File: src/rtl/clock_pkg.sv
// Shared constants, time record and 12 h mapping for the time-of-day counter.
package clock_pkg;

   localparam int unsigned SEC_MAX   = 59;
   localparam int unsigned MIN_MAX   = 59;
   localparam int unsigned HR_MAX    = 23;
   localparam int unsigned HR12_NOON = 12;

   typedef struct packed {
      logic [4:0] hours;
      logic [5:0] minutes;
      logic [5:0] seconds;
   } time_t;

   // 0 -> 12, 1..12 unchanged, 13..23 -> h-12
   function automatic logic [4:0] to_12h(input logic [4:0] h);
      if (h == 5'd0)
         return 5'(HR12_NOON);
      else if (h > 5'(HR12_NOON))
         return h - 5'(HR12_NOON);
      else
         return h;
   endfunction

endpackage

File: src/rtl/sec_prescaler.sv
// Seconds divider: one tick every CLK_HZ enabled cycles; holds while run=0.
module sec_prescaler #(
   parameter int unsigned CLK_HZ = 1
) (
   input  logic clk,
   input  logic reset_n,
   input  logic run,
   input  logic clr,
   output logic tick
);

   localparam int unsigned CW = (CLK_HZ > 1) ? $clog2(CLK_HZ) : 1;
   localparam logic [CW-1:0] LAST = CW'(CLK_HZ - 1);

   logic [CW-1:0] count;

   assign tick = run & (count == LAST);

   always_ff @(posedge clk) begin
      if (!reset_n)
         count <= '0;
      else if (clr)
         count <= '0;
      else if (run)
         count <= tick ? '0 : count + 1'b1;
   end

endmodule

File: src/rtl/timekeeping_gen2.sv
// 24 h time-of-day counter with prescaler, load, stepping and 12/24 h display.
// Optional alarm comparator enabled by defining TIMEKEEPING_ALARM_EN.
module timekeeping_gen2
   import clock_pkg::*;
#(
   parameter int unsigned CLK_HZ = 1,
   parameter int unsigned CNT_W  = 8
) (
   input  logic             clk,
   input  logic             reset_n,
   input  logic             run,
   input  logic             mode_12h,
   input  logic             load_time,
   input  logic [CNT_W-1:0] load_hours,
   input  logic [CNT_W-1:0] load_minutes,
   input  logic [CNT_W-1:0] load_seconds,
   input  logic             inc_hour,
   input  logic             inc_min,
   output logic [CNT_W-1:0] hours_disp,
   output logic [CNT_W-1:0] min_disp,
   output logic [CNT_W-1:0] sec_disp,
   output logic             pm,
   output logic             sec_pulse,
   output logic             day_wrap,
   output logic             load_err
`ifdef TIMEKEEPING_ALARM_EN
   ,
   input  logic             alarm_set,
   input  logic             alarm_clear,
   input  logic [CNT_W-1:0] alarm_hours,
   input  logic [CNT_W-1:0] alarm_minutes,
   output logic             alarm_ring
`endif
);

   time_t cur, nxt;
   logic  tick, load_ok, load_bad, tick_apply, wrap, alarm_bad;

   assign load_ok  = (load_hours <= CNT_W'(HR_MAX)) && (load_minutes <= CNT_W'(MIN_MAX))
                     && (load_seconds <= CNT_W'(SEC_MAX));
   assign load_bad = load_time & ~load_ok;

   // A rejected load freezes the divider for that cycle by withholding run.
   sec_prescaler #(.CLK_HZ(CLK_HZ)) u_prescaler (
      .clk     (clk),
      .reset_n (reset_n),
      .run     (run & ~load_bad),
      .clr     (load_time & load_ok),
      .tick    (tick)
   );

   always_comb begin
      nxt        = cur;
      tick_apply = 1'b0;
      wrap       = 1'b0;
      if (load_time) begin
         if (load_ok) begin
            nxt.hours   = load_hours[4:0];
            nxt.minutes = load_minutes[5:0];
            nxt.seconds = load_seconds[5:0];
         end
      end else if (inc_hour || inc_min) begin
         if (inc_hour)
            nxt.hours = (cur.hours == 5'(HR_MAX)) ? '0 : cur.hours + 5'd1;
         if (inc_min)
            nxt.minutes = (cur.minutes == 6'(MIN_MAX)) ? '0 : cur.minutes + 6'd1;
      end else if (tick) begin
         tick_apply = 1'b1;
         if (cur.seconds != 6'(SEC_MAX)) begin
            nxt.seconds = cur.seconds + 6'd1;
         end else begin
            nxt.seconds = '0;
            if (cur.minutes != 6'(MIN_MAX)) begin
               nxt.minutes = cur.minutes + 6'd1;
            end else begin
               nxt.minutes = '0;
               if (cur.hours != 5'(HR_MAX)) begin
                  nxt.hours = cur.hours + 5'd1;
               end else begin
                  nxt.hours = '0;
                  wrap      = 1'b1;
               end
            end
         end
      end
   end

   always_ff @(posedge clk) begin
      if (!reset_n) begin
         cur       <= '0;
         sec_pulse <= 1'b0;
         day_wrap  <= 1'b0;
         load_err  <= 1'b0;
      end else begin
         cur       <= nxt;
         sec_pulse <= tick_apply;
         day_wrap  <= wrap;
         load_err  <= load_bad | alarm_bad;
      end
   end

   assign hours_disp = CNT_W'(mode_12h ? to_12h(cur.hours) : cur.hours);
   assign min_disp   = CNT_W'(cur.minutes);
   assign sec_disp   = CNT_W'(cur.seconds);
   assign pm         = mode_12h & (cur.hours >= 5'(HR12_NOON));

`ifdef TIMEKEEPING_ALARM_EN
   logic [4:0] alm_hours;
   logic [5:0] alm_minutes;
   logic       armed, alarm_ok, hit;

   assign alarm_ok  = (alarm_hours <= CNT_W'(HR_MAX)) && (alarm_minutes <= CNT_W'(MIN_MAX));
   assign alarm_bad = alarm_set & ~alarm_ok;
   // Only a counting tick can trigger; loads and steps never ring.
   assign hit = tick_apply & armed & (nxt.hours == alm_hours)
                & (nxt.minutes == alm_minutes) & (nxt.seconds == '0);

   always_ff @(posedge clk) begin
      if (!reset_n) begin
         alm_hours   <= '0;
         alm_minutes <= '0;
         armed       <= 1'b0;
         alarm_ring  <= 1'b0;
      end else if (alarm_clear) begin
         armed      <= 1'b0;
         alarm_ring <= 1'b0;
      end else begin
         if (alarm_set && alarm_ok) begin
            alm_hours   <= alarm_hours[4:0];
            alm_minutes <= alarm_minutes[5:0];
            armed       <= 1'b1;
         end
         if (hit)
            alarm_ring <= 1'b1;
      end
   end
`else
   assign alarm_bad = 1'b0;
`endif

endmodule

File: config.mk
export PLATFORM = sky130hd
export DESIGN_NAME = timekeeping_gen2
export DESIGN_NICKNAME = d
export VERILOG_FILES = /design/src/rtl/clock_pkg.sv /design/src/rtl/sec_prescaler.sv /design/src/rtl/timekeeping_gen2.sv
export SDC_FILE = /design/constraint.sdc
export NUM_CORES = 1
export LEC_CHECK = 0
export CAP_MARGIN = 30
export CORE_ASPECT_RATIO = 1.25
export CORE_MARGIN = 2
export CORE_UTILIZATION = 48
export CTS_CLUSTER_SIZE = 24
export DETAILED_ROUTE_END_ITERATION = 12
export HOLD_SLACK_MARGIN = 0.06
export PLACE_DENSITY = 0.87
export SETUP_SLACK_MARGIN = 0.2
export SLEW_MARGIN = 5
export SYNTH_ARGS = -nofsm -noshare
export SYNTH_HDL_FRONTEND = slang
export SYNTH_SLANG_ARGS = --single-unit
File: constraint.sdc
create_clock -name clk -period 3 [get_ports clk]
set_input_delay 0.45 -clock clk [delete_from_list [all_inputs] [get_ports clk]]
set_output_delay 0.45 -clock clk [all_outputs]
set_load 0.005 [all_outputs]
==> impl_results.md <==
- Status: finished clean
- CP max FO: 4
- Vias/cell: 6.007
- Vias post-DR: about 1700
- Commonest cells post-synth: 21 x dfxtp_1, 21 x nand2_1, 19 x buf_4, 17 x a21oi_1
- Cell Pwr Density: 316.5 mW/mm2
- Initial Utilization: 0.5048
- Logic gate share of total power: 0.261
- Clock Path Buffers: 2
- CP arrival: 2160 ps
- Ys async rst share: 0
- Clock power frac: 0.275
- Maxcap violations: 0
- Fmax: 383.0 MHz
- Routability Congestion: roughly 0.85
- Drt initial violations: 127
- Die Y: 69.39 um
- # setup viols final: 0
- Slew Viols, Final: 0
- Sequential cell fraction of total power: 0.464
- Routed Antenna Nets: 0
- Critical path's most frequent cell: clkdlybuf4s50_1
- Placed cell areas: 0.002053 mm2
- Sequential area share after synthesis: 0.2561
- CP Cell Sequence: clkdlybuf4s50_1, inv_1, or4_1, a21boi_0, clkdlybuf4s50_1
- Worst-skew pair later-pin latency: around 260 ps
- Yosys warns: 0
- Power after layout: about 0.66 mW
- Crit path capture type: output pin
- CTS buffer count: 3
- Area leader, netlist: dfxtp_1
- Worst stage delay on the critical path: 520 ps
- CP Launch Type: input pin
- GRT Residual Overflow: 0
- Die ar.: 0.003907 mm2
- Resized Gates After CTS: 0
- Vias in the first global route: 1532
- Final Routed Wirelength: 4030 um
- Peak VDD IR: ~260 uV
- I/O pin total: 59
- Synth Instances: about 210
- Setup total negative slack: 0 ps
- Layout Skew: 2.116 ps
- Slew margin rel.: 0.4978
- Ys flop type: dfxtp_1
- Synth Area per Inst: 7.780 um2
- Share of the synthesized area in the top cell type: 0.2561
- Psw: ~0.18 mW
- Initial antenna violation count: 0
- Hold Fails Final Rpt: 0
- NumNets Final: 286
- First-pass iteration count of the detailed router: 4
- Row count: 23
- H-tree depth: 1
- Total GRT Usage: 0.2046
- Unrepaired setup endpoints after global routing: false
- CTS tree: built
- Final instance area: approximately 0.0021 mm2
- Port Buffers: 51
- Residual DRC count: 0
- Post-DP HPWL: 2992 um
- Leak: 0.8175 nW
- Post-CTS Setup Inserts: 0
- Switching part of the total: 0.2707
- Die width: between 50 and 60 um
- Seq cells post-synth: 21
- Worst Path Required: around 2600 ps
- Final core occ: 0.6452
- Largest net degree at the start of global routing: 20
- Hold Crit Class: flip-flop to flip-flop
- Top cells by area, synth: dfxtp_1 26%, buf_4 8.7%, ha_1 5.3%
- Distinct cells, synth: 53
- Number of synthesized flops with an enable pin: 0
- Synthesized cell area: 0.001642 mm2
- First-pass GRT wire length: between 6000 and 7000 um
- Avg WL per Cell: roughly 14 um
- Root buf cell: clkbuf_8
- Int Pwr: 0.4843 mW
- Share of cells above drive strength 1: 0.07287
- Fin crit share: 0.8703
- Critical path type: input pin to output pin
- Period minus WS final: 2611 ps
- Core footprint: 0.003252 mm2
- Crit path max-delay cell type: clkdlybuf4s50_1
- Hold buffers post-CTS: 0
- Slew @ Worst Pin: 747.5 ps
- N_diodes: 0
- P&R area growth vs syn: 27.82%
- Clock Pin Slew Worst Setup and Hold Paths: 70 ps
- # clock sinks: 21
## power by group through the flow
stage,clock [mW],combinational (mW),sequential (mW)
6_report,0.182,0.173,0.308
5_1_grt,0.203,0.190,0.310
4_1_cts,0.185,0.173,0.308
3_5_place_dp,0,0.171,0.314
3_3_place_gp,0,0.169,0.313
2_1_floorplan,0,0.101,0.308
## metal layers
layer  up-vias  global-route usage  part of all wire
met3        11             0.03358             0.068
met2        82              0.3399              0.50
met5         -                   0                 0
met1       785              0.2618              0.41
li1        828                   -                 -
met4         0             0.07937             0.022
## per-stage QoR
stage | std cells | hold slack [ps] | setup slack [ps]
finish | 284 | 458.9 | 389.0
global route | 284 | 489.0 | 264.1
floorplan | 217 | 424.7 | 1267
global placement | 280 | 434.6 | 399.2
CTS | 284 | 454.1 | 385.2
detailed placement | 280 | 445.1 | 389.6
## registers in the layout, indices dropped and copies added (netlist names)
register / count
load_err: 1
min_disp: 6
sec_disp: 6
cur: 5
sec_pulse: 1
u_prescaler.count: 1
day_wrap: 1
## critical path: cells and delay by family
kind                   cells  cell delay [ps]
and+or+nand+nor            1              450
AOI/OAI and AO/OA          1              160
buffers and inverters      3             1100
## path summary, 6_finish.rpt
| path | from | endpoint | slack (ps) | depth (start not counted) |
|---|---|---|---|---|
| worst max register to register | sec_disp[0] | cur[12] | 1090 | 6 |
| worst min-delay path | u_prescaler.count | u_prescaler.count | 460 | 2 |
| worst min register to register | u_prescaler.count | u_prescaler.count | 460 | 2 |
| worst max-delay path | mode_12h | hours_disp[4] | 390 | 5 |
## area by class of cell
| cell class | instances | area [um2] |
|---|---|---|
| sequential | 21 | 420.4 |
| fill | 290 | 1154 |
| clock buffer | 4 | 45.04 |
| multi-input combinational | 158 | 1012 |
| timing repair buffer | 55 | 540.5 |
| inverter | 9 | 33.78 |
| tap | 37 | 46.29 |
## cells by family after synthesis
logic type / Yosys count / synth area share
xor+xnor: 3 / 0.01601
flops: 21 / 0.2561
fa+ha+maj: 7 / 0.05335
mux: 4 / 0.02439
simple gates: 76 / 0.2401
buf+inv: 38 / 0.1410
compound gates: 61 / 0.2668
other cells: 1 / 0.002284
## cells in the final DEF, fill, tap and decap left out, types with 3 or more instances in the layout
cell type,netlist,final
a21oi_1,17,17
a22oi_1,3,3
a311oi_1,3,3
buf_4,19,4
clkbuf_8,0,3
clkdlybuf4s50_1,0,51
conb_1,1,7
dfxtp_1,21,21
ha_1,7,7
inv_1,9,9
mux2i_1,4,4
nand2_1,21,21
nand3_1,9,9
nand4_1,3,3
nor2_1,13,13
nor3_1,13,13
o211ai_1,6,6
o21ai_0,6,6
o31ai_1,3,3
o32ai_1,3,3
xnor2_1,3,3
(Power assumes the default switching activity.)
